==> config.mk <==
export PLATFORM = sky130hd
export DESIGN_NAME = i2c_byte_master
export DESIGN_NICKNAME = d
export VERILOG_FILES = /design/src/rtl/i2c_byte_master.sv
export SDC_FILE = /design/constraint.sdc
export NUM_CORES = 1
export LEC_CHECK = 0
export BUFFER_PORTS_ARGS = -buffer_cell sky130_fd_sc_hd__buf_2
export CORE_MARGIN = 8
export CORE_UTILIZATION = 35
export CTS_BUF_LIST = sky130_fd_sc_hd__clkbuf_8 sky130_fd_sc_hd__clkbuf_16
export DETAILED_ROUTE_END_ITERATION = 6
export SKIP_CTS_REPAIR_TIMING = 1
export SYNTH_ARGS = -nofsm -noshare
export SYNTH_HDL_FRONTEND = slang
export SYNTH_SLANG_ARGS = --single-unit
==> constraint.sdc <==
create_clock -name clk -period 5.1 [get_ports clk]
set_input_delay 0.51 -clock clk [delete_from_list [all_inputs] [get_ports clk]]
set_output_delay 0.51 -clock clk [all_outputs]
set_load 0.01 [all_outputs]
==> src/rtl/i2c_byte_master.sv <==
// i2c_byte_master: byte-level I2C master for the G-sensor link.
// Takes one START/STOP/WRITE/READ command per handshake, generates the
// SCL/SDA waveforms (open-drain SDA via sda_oe), and returns a one-cycle
// response carrying read data, the slave ACK bit, or an error flag.
module i2c_byte_master #(
  parameter int QDIV   = 31,
  parameter int QDIV_W = 6
) (
  input  logic       clk,
  input  logic       rst,
  input  logic       cmd_valid,
  output logic       cmd_ready,
  input  logic [1:0] cmd,
  input  logic [7:0] wr_data,
  input  logic       rd_nack,
  output logic       rsp_valid,
  output logic [7:0] rd_data,
  output logic       ack_n,
  output logic       err,
  output logic       bus_held,
  output logic       scl_o,
  output logic       sda_oe,
  input  logic       sda_i
);

  typedef enum logic [2:0] {
    S_IDLE, S_START, S_BITS, S_ACK, S_STOP, S_RESP
  } state_t;

  localparam logic [1:0] CMD_START = 2'd0;
  localparam logic [1:0] CMD_STOP  = 2'd1;
  localparam logic [1:0] CMD_READ  = 2'd3;

  localparam logic [QDIV_W-1:0] QMAX = QDIV_W'(QDIV);
  localparam logic [QDIV_W-1:0] QONE = QDIV_W'(1);

  state_t            state_q, state_d;
  logic [QDIV_W-1:0] qcnt_q, qcnt_d;
  logic [1:0]        phase_q, phase_d;
  logic [2:0]        bit_cnt_q, bit_cnt_d;
  logic [7:0]        shift_q, shift_d;
  logic              is_read_q, is_read_d;
  logic              nack_q, nack_d;
  logic [7:0]        rd_data_q, rd_data_d;
  logic              ack_n_q, ack_n_d;
  logic              err_q, err_d;
  logic              bus_held_q, bus_held_d;
  logic              err_wait_q, err_wait_d;

  logic tick, sample, slot_end, accept, on_bus;

  // Quarter/slot timing strobes and the command handshake.
  assign tick      = (qcnt_q == QMAX);
  assign sample    = tick && (phase_q == 2'd1);
  assign slot_end  = tick && (phase_q == 2'd3);
  assign on_bus    = (state_q == S_START) || (state_q == S_BITS) ||
                     (state_q == S_ACK)   || (state_q == S_STOP);
  // An illegal command spends one decode cycle in RESP before the pulse.
  assign rsp_valid = (state_q == S_RESP) && !err_wait_q;
  assign cmd_ready = (state_q == S_IDLE) || rsp_valid;
  assign accept    = cmd_valid && cmd_ready;

  assign rd_data  = rd_data_q;
  assign ack_n    = ack_n_q;
  assign err      = err_q;
  assign bus_held = bus_held_q;

  // Next-state: command decode, quarter/bit sequencing, sampling of SDA.
  always_comb begin
    state_d    = state_q;
    qcnt_d     = qcnt_q;
    phase_d    = phase_q;
    bit_cnt_d  = bit_cnt_q;
    shift_d    = shift_q;
    is_read_d  = is_read_q;
    nack_d     = nack_q;
    rd_data_d  = rd_data_q;
    ack_n_d    = ack_n_q;
    err_d      = err_q;
    bus_held_d = bus_held_q;
    err_wait_d = 1'b0;

    if (on_bus) begin
      qcnt_d = tick ? '0 : qcnt_q + QONE;
      if (tick) phase_d = phase_q + 2'd1;
    end

    unique case (state_q)
      S_IDLE, S_RESP: begin
        if (accept) begin
          qcnt_d    = '0;
          phase_d   = 2'd0;
          bit_cnt_d = 3'd0;
          is_read_d = (cmd == CMD_READ);
          nack_d    = rd_nack;
          shift_d   = wr_data;
          err_d     = 1'b0;
          if (cmd == CMD_START) begin
            state_d = S_START;
          end else if (!bus_held_q) begin
            // No transaction open: report without touching the bus.
            state_d    = S_RESP;
            err_d      = 1'b1;
            err_wait_d = 1'b1;
          end else if (cmd == CMD_STOP) begin
            state_d = S_STOP;
          end else begin
            state_d = S_BITS;
          end
        end else if (state_q == S_RESP && !err_wait_q) begin
          state_d = S_IDLE;
        end
      end
      S_START: begin
        if (slot_end) begin
          state_d    = S_RESP;
          bus_held_d = 1'b1;
        end
      end
      S_BITS: begin
        if (sample && is_read_q) shift_d = {shift_q[6:0], sda_i};
        if (slot_end) begin
          if (bit_cnt_q == 3'd7) begin
            state_d   = S_ACK;
            bit_cnt_d = 3'd0;
          end else begin
            bit_cnt_d = bit_cnt_q + 3'd1;
          end
        end
      end
      S_ACK: begin
        if (sample && !is_read_q) ack_n_d = sda_i;
        if (slot_end) begin
          state_d = S_RESP;
          if (is_read_q) rd_data_d = shift_q;
        end
      end
      S_STOP: begin
        if (slot_end) begin
          state_d    = S_RESP;
          bus_held_d = 1'b0;
        end
      end
      default: state_d = S_IDLE;
    endcase
  end

  // Bus pins decoded from state and quarter; SDA only changes while SCL is low
  // except for the START fall and STOP rise.
  always_comb begin
    scl_o  = ~bus_held_q;
    sda_oe = 1'b0;
    unique case (state_q)
      S_START: begin
        unique case (phase_q)
          2'd0: begin scl_o = ~bus_held_q; sda_oe = 1'b0; end
          2'd1: begin scl_o = 1'b1;        sda_oe = 1'b0; end
          2'd2: begin scl_o = 1'b1;        sda_oe = 1'b1; end
          default: begin scl_o = 1'b0;     sda_oe = 1'b1; end
        endcase
      end
      S_BITS: begin
        scl_o  = (phase_q == 2'd1) || (phase_q == 2'd2);
        sda_oe = is_read_q ? 1'b0 : ~shift_q[3'd7 - bit_cnt_q];
      end
      S_ACK: begin
        scl_o  = (phase_q == 2'd1) || (phase_q == 2'd2);
        sda_oe = is_read_q ? ~nack_q : 1'b0;
      end
      S_STOP: begin
        unique case (phase_q)
          2'd0: begin scl_o = 1'b0;    sda_oe = 1'b1; end
          2'd1: begin scl_o = 1'b1;    sda_oe = 1'b1; end
          default: begin scl_o = 1'b1; sda_oe = 1'b0; end
        endcase
      end
      default: begin
        scl_o  = ~bus_held_q;
        sda_oe = 1'b0;
      end
    endcase
  end

  // State register; reset abandons any transfer in flight.
  always_ff @(posedge clk) begin
    if (rst) begin
      state_q    <= S_IDLE;
      qcnt_q     <= '0;
      phase_q    <= 2'd0;
      bit_cnt_q  <= 3'd0;
      shift_q    <= 8'h00;
      is_read_q  <= 1'b0;
      nack_q     <= 1'b0;
      rd_data_q  <= 8'h00;
      ack_n_q    <= 1'b1;
      err_q      <= 1'b0;
      bus_held_q <= 1'b0;
      err_wait_q <= 1'b0;
    end else begin
      state_q    <= state_d;
      qcnt_q     <= qcnt_d;
      phase_q    <= phase_d;
      bit_cnt_q  <= bit_cnt_d;
      shift_q    <= shift_d;
      is_read_q  <= is_read_d;
      nack_q     <= nack_d;
      rd_data_q  <= rd_data_d;
      ack_n_q    <= ack_n_d;
      err_q      <= err_d;
      bus_held_q <= bus_held_d;
      err_wait_q <= err_wait_d;
    end
  end

endmodule
==> metrics.cfg <==
[clock_network]
worst_skew_pair.late_latency_ps = 280
cts_inserted_buffers = 5
cts-root-buf = sky130_fd_sc_hd__clkbuf_8
clkTransAtPathRegs_ps = 70
htree_num_levels = 2
clock_tree_from_tritoncts = done
clock_path_buffers = 2
clock_sink_count = 36

[final_layout]
layout-drive-gt1-share = 0.1746
areaGrowthSynthToFinish_pct = 13.14
nNetsFinal = 274
antennaDiodeCount = 0
top_library_cells_by_usage_in_the_layout_fill_and_taps_aside = sky130_fd_sc_hd__dfxtp_1 (36), sky130_fd_sc_hd__buf_2 (29), sky130_fd_sc_hd__nor2_1 (25)
mostFrequentLayoutCell = sky130_fd_sc_hd__dfxtp_1
n_fill_cell = 558

[global_route]
wire_length_of_the_first_global_routing_pass_mm = 8.010
grt_use_total = 0.1139
first_global_vias = 1668
grt_antenna_before_repair = 0
globalRoute.totalOverflow = 0
grt_start_max_net_pins = 31

[sta]
fin_setup_tns_ps = 0
finalCriticalPeriod_ps = 2965
skew_ps = 3.478
timing.final.hold_violations = 0
maxSlewViolCount = 0
report.final.setup_viol = 0
max-slew-margin-rel = 0.2284
tightest_slew_ps = 1152
rsz_0062_raised_after_global_routing = no
hold_ws_ps = 460.9
timing.final.crit_share = 0.5815
max_freq_ghz = 0.3372

[die]
fp-row-count = 27
core_area_um2 = 5507
die_height_um = 91.39
floorplan_die_width_um = 91.39
floorplan.io_pins = 30
floorplan.initialDensity = 0.3613
design.die.area_um2 = 8352

[placement]
routabilityCongestion = 0.8187
total_half_perimeter_wirelength_after_legalization_and_detailed_placement_mm = 3.302
port_buffers = 29

[worst_setup_path]
critPathKind = flop to output port
critical_path.endpoint_type = output port
critPathLaunchType = flop
cp_max_fo = 20
crit_arrival_ps = 2460
critPathRequiredTime_ps = 4590
critical_path.startpoint = state_q[1]
endpoint_of_the_worst_slack_reg_to_reg_timing_path = bit_cnt_q[0]
worstReg2RegStart = state_q[1]
reg2reg_setup_slack_ps = 2550
reg2regPathDepth = 4

[hold_path]
timing.hold.worst_endpoint = nack_q
min_from = rd_nack
holdPathStages = 3
min-delay-path-class = input pin to flop

[drt]
drc_markers = 0
ant_nets = 0
routed_wl_mm = 4.734
vias = 1738
met1_wl_mm = 2.411
highest_layer = met4
drt_first_iter_violations = 119
drtPass1Iterations = 4
avgRoutedWirePerCell_um = 14.61
wl_met2_mm = 2.003
wire_length_on_met3_um = 258
detail_route.vias_per_cell = 5.364

[pwr]
power_per_cell_area_nw_per_um2 = 352.2
vdd_ir_drop_max_mv = 0.1563
leakage_nw = 0.8586

[synth]
ys_async_sr_fraction = 0
total_of_flip_flops_plus_latches_after_synthesis = 36
mappedNetlistNets = 251
postSynth.topFlopCell = sky130_fd_sc_hd__dfxtp_1
post_synth_edffs = 0
synth.distinct_cells = 44
syn-instance-count = 229
avg_inst_size_synth_um2 = 8.687
netlist_area_um2 = 1989
synth_seq_area_share = 0.3623
synthesis.yosys.warnings = 0

[run]
max_capacitance_violation_count = 0

[outcome]
outcome = finished clean

[synthesized netlist by cell type (2+ instances only)]
cell type	count	area share
sky130_fd_sc_hd__clkbuf_1	9	0.017
sky130_fd_sc_hd__mux2i_1	12	0.060
sky130_fd_sc_hd__buf_2	3	0.0075
sky130_fd_sc_hd__a21oi_1	12	0.030
sky130_fd_sc_hd__nand4b_1	2	0.0088
sky130_fd_sc_hd__nand2_1	7	0.013
sky130_fd_sc_hd__nand2b_1	4	0.013
sky130_fd_sc_hd__nor4_1	4	0.013
sky130_fd_sc_hd__mux4_2	2	0.023
sky130_fd_sc_hd__a311oi_1	9	0.040
sky130_fd_sc_hd__ha_1	7	0.044
sky130_fd_sc_hd__nor2b_1	10	0.031
sky130_fd_sc_hd__inv_1	16	0.030
sky130_fd_sc_hd__o21a_1	2	0.0075
sky130_fd_sc_hd__a221oi_1	9	0.040
sky130_fd_sc_hd__nor2_1	25	0.047
sky130_fd_sc_hd__nand3_1	10	0.025
sky130_fd_sc_hd__xnor2_1	3	0.013
sky130_fd_sc_hd__o21ai_0	14	0.035
sky130_fd_sc_hd__nor3b_1	3	0.011
sky130_fd_sc_hd__a32oi_1	2	0.0088
sky130_fd_sc_hd__nor3_1	6	0.015
sky130_fd_sc_hd__buf_4	2	0.0075
sky130_fd_sc_hd__dfxtp_1	36	0.36
[registers in the layout, summed over array words and instances (netlist names)]
signal	flops
phase_q	2
rd_data	8
err	1
state_q	3
err_wait_q	1
qcnt_q	6
bus_held	1
ack_n	1
shift_q	8
bit_cnt_q	3
is_read_q	1
nack_q	1
[per-layer routing]
metal	GRT usage	up-vias
li1	-	890
met1	0.1507	805
met4	0.03820	0
met3	0.04033	5
met5	0	-
met2	0.1663	38
[how the worst max path moves through the flow]
stage,slack (ps),depth (start not counted),endpoint
detailed placement,2470,4,sda_oe
global route,1960,4,sda_oe
finish,2130,4,sda_oe
floorplan,3210,6,sda_oe
global placement,2490,4,sda_oe
CTS,2120,4,sda_oe
[power by group]
part	switching [W]	internal, W	total [W]
sequential	0.0000497	0.000316	0.000366
clock	0.0000976	0.0000908	0.000188
combinational	0.000142	0.0000964	0.000239
total	0.000290	0.000503	0.000793
[stage by stage]
stage                     cells  total power [W]  utilization  worst slack, ps  instance area [um2]
after detailed placement    317        0.0006077       0.3947             2472                 2173
after CTS                   324        0.0008001       0.4088             2120                 2251
after floorplan             229        0.0005448            -             3206                 1989
after global placement      317        0.0006048       0.3947             2486                 2173
after global routing        324        0.0008482       0.4088             1958                 2251
final                       324        0.0007929       0.4088             2135                 2251
[area by class of cell]
type | instances | area [um2] | area share
Sequential cell | 36 | 720.7 | 0.3202
Multi-Input combinational cell | 163 | 1150 | 0.5108
Timing Repair Buffer | 30 | 152.6 | 0.06782
Clock buffer | 5 | 68.82 | 0.03057
Tap cell | 72 | 90.09 | 0.04002
Clock inverter | 2 | 8.758 | 0.003891
Inverter | 16 | 60.06 | 0.02668
[worst max-delay path, stage by stage (launching register included)]
cell and delay (ps):
sky130_fd_sc_hd__dfxtp_1 620, sky130_fd_sc_hd__nor3b_2 1000, sky130_fd_sc_hd__o2111ai_1 240, sky130_fd_sc_hd__nand3_1 160, sky130_fd_sc_hd__buf_2 140
[cell families (layout without fill, tap and decap cells)]
| kind of cell | count (synthesis) | in the layout | synth area share |
|---|---|---|---|
| AND/OR/NAND/NOR | 82 | 82 | 0.2384 |
| AO/OA/AOI/OAI | 57 | 57 | 0.1969 |
| flip-flops | 36 | 36 | 0.3623 |
| buffers and inverters | 30 | 53 | 0.06226 |
| multiplexers | 14 | 14 | 0.08302 |
| adder cells (fa/ha/maj) | 7 | 7 | 0.04402 |
| XOR/XNOR | 3 | 3 | 0.01321 |
No activity file was read; power rests on OpenSTA's default activity.
